===== src/rtl/baccarat_round.sv =====
// ---------------------------------------------------------------------------
// baccarat_round
// Plays one round of punto banco baccarat. Cards come from an upstream dealer
// one per accepted step; the block places each card in the player or banker
// slot, applies the tableau rules for the third cards and flags the winner.
//
// Ports
//   clock              rising-edge clock
//   reset              synchronous active-high reset, beats every other input
//   new_card[3:0]      raw card rank from the dealer (1..13)
//   step               deal request; one card is taken per sampled-high cycle
//   pcard1..3[3:0]     player card slots, raw rank, 0 when not dealt
//   dcard1..3[3:0]     banker card slots, raw rank, 0 when not dealt
//   pscore,dscore[3:0] hand scores 0..9, combinational from the slots
//   player_win         high in S_DONE when pscore >= dscore
//   dealer_win         high in S_DONE when dscore >= pscore
//   done               high while the round is finished (sticky until reset)
// ---------------------------------------------------------------------------
module baccarat_round (
  input  logic       clock,
  input  logic       reset,
  input  logic [3:0] new_card,
  input  logic       step,
  output logic [3:0] pcard1,
  output logic [3:0] pcard2,
  output logic [3:0] pcard3,
  output logic [3:0] dcard1,
  output logic [3:0] dcard2,
  output logic [3:0] dcard3,
  output logic [3:0] pscore,
  output logic [3:0] dscore,
  output logic       player_win,
  output logic       dealer_win,
  output logic       done
);

  typedef enum logic [3:0] {
    S_P1    = 4'd0,
    S_D1    = 4'd1,
    S_P2    = 4'd2,
    S_D2    = 4'd3,
    S_EVAL1 = 4'd4,
    S_P3    = 4'd5,
    S_EVAL2 = 4'd6,
    S_D3    = 4'd7,
    S_DONE  = 4'd8
  } state_t;

  state_t state, state_next;

  // Face cards, tens and illegal codes all count as zero.
  function automatic logic [3:0] card_value(input logic [3:0] c);
    return ((c >= 4'd1) && (c <= 4'd9)) ? c : 4'd0;
  endfunction

  // Three values of at most 9 sum to at most 27, so two conditional
  // subtractions are enough for the mod-10 reduction.
  function automatic logic [3:0] hand_score(input logic [3:0] a,
                                            input logic [3:0] b,
                                            input logic [3:0] c);
    logic [4:0] sum;
    logic [4:0] red;
    sum = {1'b0, card_value(a)} + {1'b0, card_value(b)} + {1'b0, card_value(c)};
    if (sum >= 5'd20)      red = sum - 5'd20;
    else if (sum >= 5'd10) red = sum - 5'd10;
    else                   red = sum;
    return red[3:0];
  endfunction

  assign pscore = hand_score(pcard1, pcard2, pcard3);
  assign dscore = hand_score(dcard1, dcard2, dcard3);

  // Banker third-card rule, keyed on the value of the player's third card.
  logic [3:0] p3_value;
  logic       banker_draws;

  assign p3_value = card_value(pcard3);

  always_comb begin
    banker_draws = 1'b0;
    case (dscore)
      4'd0, 4'd1, 4'd2: banker_draws = 1'b1;
      4'd3:             banker_draws = (p3_value != 4'd8);
      4'd4:             banker_draws = (p3_value >= 4'd2) && (p3_value <= 4'd7);
      4'd5:             banker_draws = (p3_value >= 4'd4) && (p3_value <= 4'd7);
      4'd6:             banker_draws = (p3_value >= 4'd6) && (p3_value <= 4'd7);
      default:          banker_draws = 1'b0;
    endcase
  end

  // Next-state logic. Deal states advance only on step; the evaluation states
  // are single-cycle decisions that never consume a card.
  always_comb begin
    state_next = state;
    case (state)
      S_P1:    if (step) state_next = S_D1;
      S_D1:    if (step) state_next = S_P2;
      S_P2:    if (step) state_next = S_D2;
      S_D2:    if (step) state_next = S_EVAL1;
      S_EVAL1: begin
        if ((pscore >= 4'd8) || (dscore >= 4'd8)) state_next = S_DONE;
        else if (pscore <= 4'd5)                  state_next = S_P3;
        else if (dscore <= 4'd5)                  state_next = S_D3;
        else                                      state_next = S_DONE;
      end
      S_P3:    if (step) state_next = S_EVAL2;
      S_EVAL2: state_next = banker_draws ? S_D3 : S_DONE;
      S_D3:    if (step) state_next = S_DONE;
      S_DONE:  state_next = S_DONE;
      default: state_next = S_P1;
    endcase
  end

  always_ff @(posedge clock) begin
    if (reset) state <= S_P1;
    else       state <= state_next;
  end

  // Card slots: each one loads only in its own deal state on an accepted step.
  always_ff @(posedge clock) begin
    if (reset) begin
      pcard1 <= 4'd0;
      pcard2 <= 4'd0;
      pcard3 <= 4'd0;
      dcard1 <= 4'd0;
      dcard2 <= 4'd0;
      dcard3 <= 4'd0;
    end else if (step) begin
      case (state)
        S_P1:    pcard1 <= new_card;
        S_D1:    dcard1 <= new_card;
        S_P2:    pcard2 <= new_card;
        S_D2:    dcard2 <= new_card;
        S_P3:    pcard3 <= new_card;
        S_D3:    dcard3 <= new_card;
        default: ;
      endcase
    end
  end

  // Result flags are decoded from the state, so done appears on the edge that
  // enters S_DONE; a tie raises both win flags.
  assign done       = (state == S_DONE);
  assign player_win = done && (pscore >= dscore);
  assign dealer_win = done && (dscore >= pscore);

endmodule


===== config.mk =====
export PLATFORM = sky130hd
export DESIGN_NAME = baccarat_round
export DESIGN_NICKNAME = d
export VERILOG_FILES = /design/src/rtl/baccarat_round.sv
export SDC_FILE = /design/constraint.sdc
export NUM_CORES = 1
export LEC_CHECK = 0
export ABC_AREA = 1
export BUFFER_PORTS_ARGS = -buffer_cell sky130_fd_sc_hd__buf_2
export CORE_ASPECT_RATIO = 1.4
export CORE_MARGIN = 4
export CORE_UTILIZATION = 40
export CTS_BUF_LIST = sky130_fd_sc_hd__clkbuf_16
export CTS_CLUSTER_DIAMETER = 150
export CTS_CLUSTER_SIZE = 16
export DETAILED_ROUTE_END_ITERATION = 12
export PLACE_DENSITY = 0.69
export SLEW_MARGIN = 20
export SYNTH_ARGS = -nofsm -noshare
export SYNTH_HDL_FRONTEND = slang
export SYNTH_SLANG_ARGS = --single-unit

===== constraint.sdc =====
create_clock -name clock -period 5.3 [get_ports clock]
set_input_delay 0.265 -clock clock [delete_from_list [all_inputs] [get_ports clock]]
set_output_delay 0.265 -clock clock [all_outputs]
set_load 0.01 [all_outputs]

Word-level counts from Yosys, hierarchy flattened
Cells that the tools add are included.

storage, ports and cells
  register bits = 28
  latch bits = 0
  bits in writable memories = 0
  memory bits (read-only) = 0
  memories kept = 0

cells by class
  $add $sub $neg = 8
  $mul = 0
  div/mod/pow operators = 0
  $lt $le $gt $ge = 26
  eq/ne operators = 21
  shifts and indexed selects = 0
  muxes and demuxes = 22
  bitwise operators = 0
  reductions and logical operators = 22

operators by type and width
  kind                   count
  $mux W4                20
  $pmux W4 S9            1
  $eq A4 B3 Y1 const B   7
  $ge A4 B1 Y1 const B   6
  $le A4 B4 Y1 const B   6
  $eq A4 B2 Y1 const B   4
  $le A4 B3 Y1 const B   3
  $ne A2 B2 Y1 const B   6
  $reduce_and A2 Y1      6
  $logic_and A1 B1 Y1    11
  $add A4 B4 Y5          2
  $add A5 B4 Y5          2
  $ge A5 B4 Y1 const B   2
  $ge A5 B5 Y1 const B   2
  $eq A4 B1 Y1 const B   2
  $ge A4 B3 Y1 const B   2
  $ge A4 B4 Y1           2
  $ge A4 B4 Y1 const B   2
  $logic_not A4 Y1       2
  $sub A4 B3 Y4 const B  2
  $sub A4 B4 Y4 const B  2
  $reduce_and A6 Y1      1
  $pmux W1 S5            1
  $eq A4 B4 Y1 const B   1
  other kinds (4)        4

Longest topological paths before layout
Gate-level depths: netlist of the first run.

  depth after elaboration = 13
  gate-level depth with buffers = 25

Worst setup path after synthesis of the first run
No wires, ideal clock.

  kind = reg-to-output
  start = register pcard3[1]
  end = output port player_win
  data arrival time = 3.768 ns
  path slack = 1.267 ns
  stages on the path, launching flop included = 24
  path buffers = 0
  cell sequence = dfxtp_1 nor2_1 o21ai_0 o21ai_0 nand2_1 fa_1 inv_1 ha_1 inv_1 fa_1 ha_1 nand2_1 inv_1 o21ai_2 nand3_2 nand2_1 o21ai_0 nand2_1 nand2_2 ha_1 inv_1 nor2_1 nand4_1 a21oi_1

between the ends
  cells in the longest elaborated chain, start to end = 9

RTL lines
  item                                           line  RTL
  from (decl)                                    26    output logic [3:0] pcard3,
  from (signal assigned)                         134   S_P3: pcard3 <= new_card;
  $ge A4 B1 Y1 or $le A4 B4 Y1 (tied branches)   53    return ((c >= 4'd1) && (c <= 4'd9)) ? c : 4'd0;
  $logic_and A1 B1 Y1                            53
  $mux W4 (*)                                    53
  $add A5 B4 Y5 (*)                              63    sum = {1'b0, card_value(a)} + {1'b0, card_value(b)} + {1'b0, card_value(c)};
  $sub A4 B4 Y4 or $ge A5 B4 Y1 (tied branches)  65    else if (sum >= 5'd10) red = sum - 5'd10;
  $mux W4                                        65
  $mux W4 (*)                                    64    if (sum >= 5'd20) red = sum - 5'd20;
  $ge A4 B4 Y1 (*)                               144   assign player_win = done && (pscore >= dscore);
  $logic_and A1 B1 Y1 (*)                        144
  to (decl)                                      32    output logic player_win,

Every way passes the cells marked *; elsewhere a longest branch is shown, timed or not.

Worst setup path in the final report of the first run
  start = register pcard3[1]
  end = output port dealer_win

between the ends
  cells in the longest elaborated chain, start to end = 9

RTL lines
  item                                           line  RTL
  $ge A4 B1 Y1 or $le A4 B4 Y1 (tied branches)   53
  $logic_and A1 B1 Y1                            53
  $mux W4 (*)                                    53
  $add A5 B4 Y5 (*)                              63
  $sub A4 B4 Y4 or $ge A5 B4 Y1 (tied branches)  65
  $mux W4                                        65
  $mux W4 (*)                                    64
  $ge A4 B4 Y1 (*)                               145   assign dealer_win = done && (dscore >= pscore);
  $logic_and A1 B1 Y1 (*)                        145
  to (decl)                                      33    output logic dealer_win,

Marked as above.

==> results of run 1 <==
-- through the flow --
stage	setup slack [ns]	cell area, um^2	total power, mW	util
after floorplan	1.267	2386	0.3480	-
after global placement	0.9846	2668	0.3866	0.4582
after detailed placement	0.8586	2668	0.3904	0.4582
after CTS	0.5698	2746	0.5606	0.4717
after global routing	0.2332	2746	0.5901	0.4717
final	0.5566	2746	0.5544	0.4717
-- critical path, cell delays in order (launching register included) --
cell and delay [ns]:
dfxtp_1 0.35, nor2_1 0.25, o21ai_0 0.14, o21ai_0 0.14, nand2_1 0.12, fa_1 0.54
inv_1 0.04, ha_1 0.20, inv_1 0.07, fa_1 0.51, ha_1 0.23, nand2_1 0.06
inv_1 0.05, o21ai_2 0.12, nand3_2 0.14, nand2_1 0.09, o21ai_0 0.07, nand2_1 0.08
nand2_2 0.09, ha_1 0.31, inv_1 0.04, nor2_1 0.14, nand4_1 0.12, nand3_1 0.10
nand2_1 0.05, inv_1 0.06, buf_2 0.12
-- kinds of logic (layout without fill, tap and decap cells) --
| group | after synthesis | in the layout | synth area share |
|---|---|---|---|
| flip-flops | 28 | 28 | 0.2349 |
| adder cells (fa/ha/maj) | 24 | 24 | 0.1573 |
| XOR/XNOR | 3 | 3 | 0.02203 |
| buffers and inverters | 71 | 113 | 0.1117 |
| AND/OR/NAND/NOR | 162 | 162 | 0.3141 |
| AO/OA/AOI/OAI | 71 | 71 | 0.1599 |
-- cell usage in the layout (no fill, tap or decap), drive strengths merged --
cell,n
clkbuf,3
buf,41
fa,10
nor3,4
nor2,46
a21o,1
a31oi,1
nand2,70
dfxtp,28
inv,68
nand4,3
nand3b,1
ha,14
or2,1
xor2,2
a21oi,30
o21ai,39
xnor2,1
nand3,37
clkinv,1
-- sequential cells by signal, summed over array words and instances (netlist names) --
name and count:
dcard3 4, state 4, pcard3 4, pcard1 4, dcard2 4, dcard1 4
pcard2 4
-- metal layers --
metal	GRT usage	vias up	wire length, um
li1	-	1232	-
met5	0	-	0
met2	0.2984	42	2970
met4	0.04688	0	83
met1	0.1956	1088	2462
met3	0.01213	5	204
-- power by group through the flow --
stage	clock [mW]	combinational, mW	sequential (mW)
5_1_grt	0.181	0.183	0.227
2_1_floorplan	0	0.116	0.232
4_1_cts	0.174	0.161	0.225
3_5_place_dp	0	0.160	0.230
3_3_place_gp	0	0.157	0.230
6_report	0.170	0.159	0.226
-- area by class of cell --
| class | count | area (um^2) |
|---|---|---|
| repair buffers | 41 | 205.2 |
| clock inverters | 1 | 3.754 |
| multi-input cells | 260 | 1559 |
| well taps | 70 | 87.58 |
| inverters | 68 | 255.2 |
| clock buffers | 3 | 75.07 |
| fillers | 616 | 3075 |
| flip-flops and latches | 28 | 560.5 |
-- path summary, 6_finish.rpt --
path         cells past startpoint                      to                   start
max reg2reg                     21   state[2]$_SDFFE_PP0P_  pcard3[1]$_SDFFE_PP0P_
min                              2   state[0]$_SDFFE_PP0P_                   reset
max                             26              dealer_win  pcard3[1]$_SDFFE_PP0P_
min reg2reg                      2  pcard1[3]$_SDFFE_PP0P_  pcard1[3]$_SDFFE_PP0P_
==> results.json, run 1 <==
{
  "status": "finished clean",
  "seqPwrFrac": 0.407,
  "via_per_inst": 5.025,
  "diodes": 0,
  "min_path_type": "primary input to register",
  "power_frac_comb": 0.287,
  "clkLatencyLatePin_ns": 0.26,
  "cts_hold_buf": 0,
  "endpoint_kind": "output port",
  "synthDistinctLibCells": 29,
  "syn_area_per_cell_um2": 6.646,
  "cp_max_fo": 6,
  "grt_pass1_vias": 2239,
  "start_util": 0.4098,
  "avgRoutedWirePerCell_um": 12.14,
  "finalSetupTns_ns": 0,
  "antenna_found_initial": 0,
  "fmax_mhz": 210.8,
  "synth_nets": 390,
  "swShare": 0.3194,
  "nets": 433,
  "cts.sinks": 28,
  "rows": 33,
  "p_switching_mw": 0.1771,
  "clkPwrFrac": 0.306,
  "port_buffers": 41,
  "power_density_nw_per_um2": 201.9,
  "synth.most_common_cell": "inv_1",
  "clockBufferDepth": 2,
  "rsz0062_at_grt": "no",
  "ioPinCount": 42,
  "drive_above_1_share": 0.1870,
  "dpl.cell_count": 467,
  "slew-limit-headroom": 0.6262,
  "synth-async-reset-ratio": 0,
  "drt_wl_total_um": 5720,
  "grt_max_degree": 25,
  "cts_max_level": 1,
  "first_pass_iters": 4,
  "netlist_top_cells_count": "inv_1, nand2_1, nor2_1",
  "cts_root_buf": "clkbuf_16",
  "die_area_um2": 7282,
  "cp-start-kind": "register",
  "synth-seq-area-share": 0.2349,
  "fin_cells": 471,
  "required_ns": 5.04,
  "die_h_um": 99.39,
  "synth_area_um2": 2386,
  "dp_hpwl_um": 4859,
  "via_count": 2367,
  "leakage_nw": 1.416,
  "core_area_um2": 5822,
  "final-max-slew-violation-count": 0,
  "synth_top_cell_area_share": 0.2349,
  "clk_pin_slew_ns": 0.07,
  "synth_cells": 359,
  "period_minus_slack_ns": 4.743,
  "area_growth_pct": 15.10,
  "timing.hold.ws_ns": 0.2503,
  "r2r_slack_ns": 1.36,
  "fin_crit_sh": 0.8950,
  "ys_ff_latch": 28,
  "first_iter_violations": 65,
  "die_x_um": 73.28,
  "cp.arrival_ns": 4.48,
  "intPower_mw": 0.3773,
  "grt-ovfl-total": 0,
  "gp_congestion": 0.8939,
  "synth_top_cell_by_area": "dfxtp_1",
  "critPathKind": "register to output port",
  "fin_skew_ns": 0.004742,
  "synth-edff-count": 0,
  "hold_viol": 0,
  "ys.flop_type": "dfxtp_1",
  "cts_setup_buffers": 0,
  "setup_viol": 0,
  "synth_area_leaders": "dfxtp_1, inv_1, nand2_1",
  "detail-route-antenna-nets": 0,
  "grt_usage": 0.1621,
  "cts_tree": "done",
  "numCtsBuffers": 3,
  "drc": 0,
  "ir_drop_mv": 0.1295,
  "cts_resized": 0,
  "synth_warnings": 0,
  "grt_pass1_wl_um": 9618,
  "drv_cap": 0,
  "worstMarginPinSlew_ns": 0.5601
}
Power figures use the tool's default switching activity.
==> run 2, diff against run 1 <==
Clock period 5.3 ns to 6 ns, I/O delays scaled along.
==> results.json, run 2 (synthesized netlist as in run 1, its figures left out) <==
{
  "gp_congestion": 0.8938,
  "p_switching_mw": 0.1560,
  "power_frac_comb": 0.286,
  "dpl.cell_count": 467,
  "timing.rr.start": "pcard3[1]$_SDFFE_PP0P_",
  "min_path_type": "primary input to register",
  "cp-start-kind": "register",
  "swShare": 0.3188,
  "cp.arrival_ns": 4.45,
  "hold_end": "state[0]$_SDFFE_PP0P_",
  "via_per_inst": 4.998,
  "first_pass_iters": 4,
  "ioPinCount": 42,
  "clkPwrFrac": 0.307,
  "avgRoutedWirePerCell_um": 12.07,
  "finalSetupTns_ns": 0,
  "endpoint_kind": "output port",
  "clkLatencyLatePin_ns": 0.26,
  "cts_hold_buf": 0,
  "nFillCells": 608,
  "drive_above_1_share": 0.1870,
  "rsz0062_at_grt": "no",
  "period_minus_slack_ns": 4.752,
  "r2r_slack_ns": 2.01,
  "fmax_mhz": 210.4,
  "cts_max_level": 1,
  "hold_viol": 0,
  "cp_max_fo": 6,
  "core_area_um2": 5822,
  "detail-route-antenna-nets": 0,
  "start_util": 0.4098,
  "dp_hpwl_um": 4777,
  "worstMarginPinSlew_ns": 0.5508,
  "rows": 33,
  "die_x_um": 73.28,
  "clk_pin_slew_ns": 0.06,
  "required_ns": 5.70,
  "final-max-slew-violation-count": 0,
  "cts_setup_buffers": 0,
  "slew-limit-headroom": 0.6324,
  "cts_tree": "done",
  "setup_viol": 0,
  "drc": 0,
  "leakage_nw": 1.416,
  "drt_wl_total_um": 5685,
  "first_iter_violations": 101,
  "drv_cap": 0,
  "ir_drop_mv": 0.1128,
  "cts_root_buf": "clkbuf_16",
  "numCtsBuffers": 3,
  "hold_path_depth": 2,
  "nets": 433,
  "power_density_nw_per_um2": 178.1,
  "layout_commonest_cell": "inv_1",
  "seqPwrFrac": 0.408,
  "area_growth_pct": 15.10,
  "grt_usage": 0.1598,
  "antenna_found_initial": 0,
  "reg2reg_to": "state[2]$_SDFFE_PP0P_",
  "fin_cells": 471,
  "grt-ovfl-total": 0,
  "cpPeakStageDelay_ns": 0.54,
  "cts.sinks": 28,
  "port_buffers": 41,
  "critPathKind": "register to output port",
  "cts_resized": 0,
  "fin_crit_sh": 0.7920,
  "reg2reg_depth": 22,
  "die_h_um": 99.39,
  "crit_path_top_delay_cell": "fa_1",
  "intPower_mw": 0.3332,
  "grt_pass1_vias": 2228,
  "grt_pass1_wl_um": 9570,
  "grt_max_degree": 25,
  "final_cell_mix": "inv_1, nand2_1, nor2_1",
  "diodes": 0,
  "timing.hold.ws_ns": 0.2830,
  "status": "finished clean",
  "die_area_um2": 7282,
  "fin_skew_ns": 0.002286,
  "via_count": 2354,
  "clockBufferDepth": 2,
  "min-delay-start": "reset"
}
## run 2: cell counts in the layout (fill, tap and decap cells not counted)
Identical to the previous run, type by type.
## run 2: worst max-delay path: cells and delay by family (launching register included)
family | cells | cell delay, ns
compound gates | 4 | 0.46
fa+ha+maj | 5 | 1.78
buf+inv | 6 | 0.37
flops | 1 | 0.35
simple gates | 11 | 1.21
## run 2: how the worst max path moves through the flow
stage | start | depth (start not counted) | slack, ns | endpoint
after global placement | pcard3[1]$_SDFFE_PP0P_ | 26 | 1.65 | dealer_win
after detailed placement | pcard3[1]$_SDFFE_PP0P_ | 26 | 1.54 | dealer_win
final | pcard3[1]$_SDFFE_PP0P_ | 26 | 1.25 | dealer_win
after CTS | pcard3[1]$_SDFFE_PP0P_ | 26 | 1.25 | dealer_win
after global routing | pcard3[1]$_SDFFE_PP0P_ | 25 | 0.94 | dealer_win
after floorplan | pcard3[1]$_SDFFE_PP0P_ | 23 | 1.93 | player_win
## run 2: cell type report
class / instances / area, um^2 / share of cell area
Tap cell: 70 / 87.58 / 0.03189
Timing Repair Buffer: 41 / 205.2 / 0.07472
Multi-Input combinational cell: 260 / 1559 / 0.5677
Inverter: 68 / 255.2 / 0.09294
Sequential cell: 28 / 560.5 / 0.2041
Clock buffer: 3 / 75.07 / 0.02733
Clock inverter: 1 / 3.754 / 0.001367
## run 2: power groups by stage
stage / Sequential [mW] / Clock (mW) / Combinational (mW)
2_1_floorplan: 0.205 / 0 / 0.102
3_5_place_dp: 0.204 / 0 / 0.141
5_1_grt: 0.200 / 0.160 / 0.161
3_3_place_gp: 0.203 / 0 / 0.138
6_report: 0.199 / 0.150 / 0.140
4_1_cts: 0.199 / 0.154 / 0.142
## run 2: stage by stage
stage	cell area, um^2	util	total power, mW	worst slack, ns
after detailed placement	2668	0.4582	0.3444	1.542
after global placement	2668	0.4582	0.3415	1.650
final	2746	0.4717	0.4892	1.248
after floorplan	2386	-	0.3074	1.932
after global routing	2746	0.4717	0.5217	0.9391
after CTS	2746	0.4717	0.4952	1.254
## run 2: routing by layer
layer / global-route usage / vias to the layer above / routed length (um)
met3: 0.009100 / 5 / 256
met4: 0.04119 / 0 / 61
met5: 0 / - / 0
met2: 0.2943 / 69 / 2874
li1: - / 1234 / -
met1: 0.1966 / 1046 / 2493
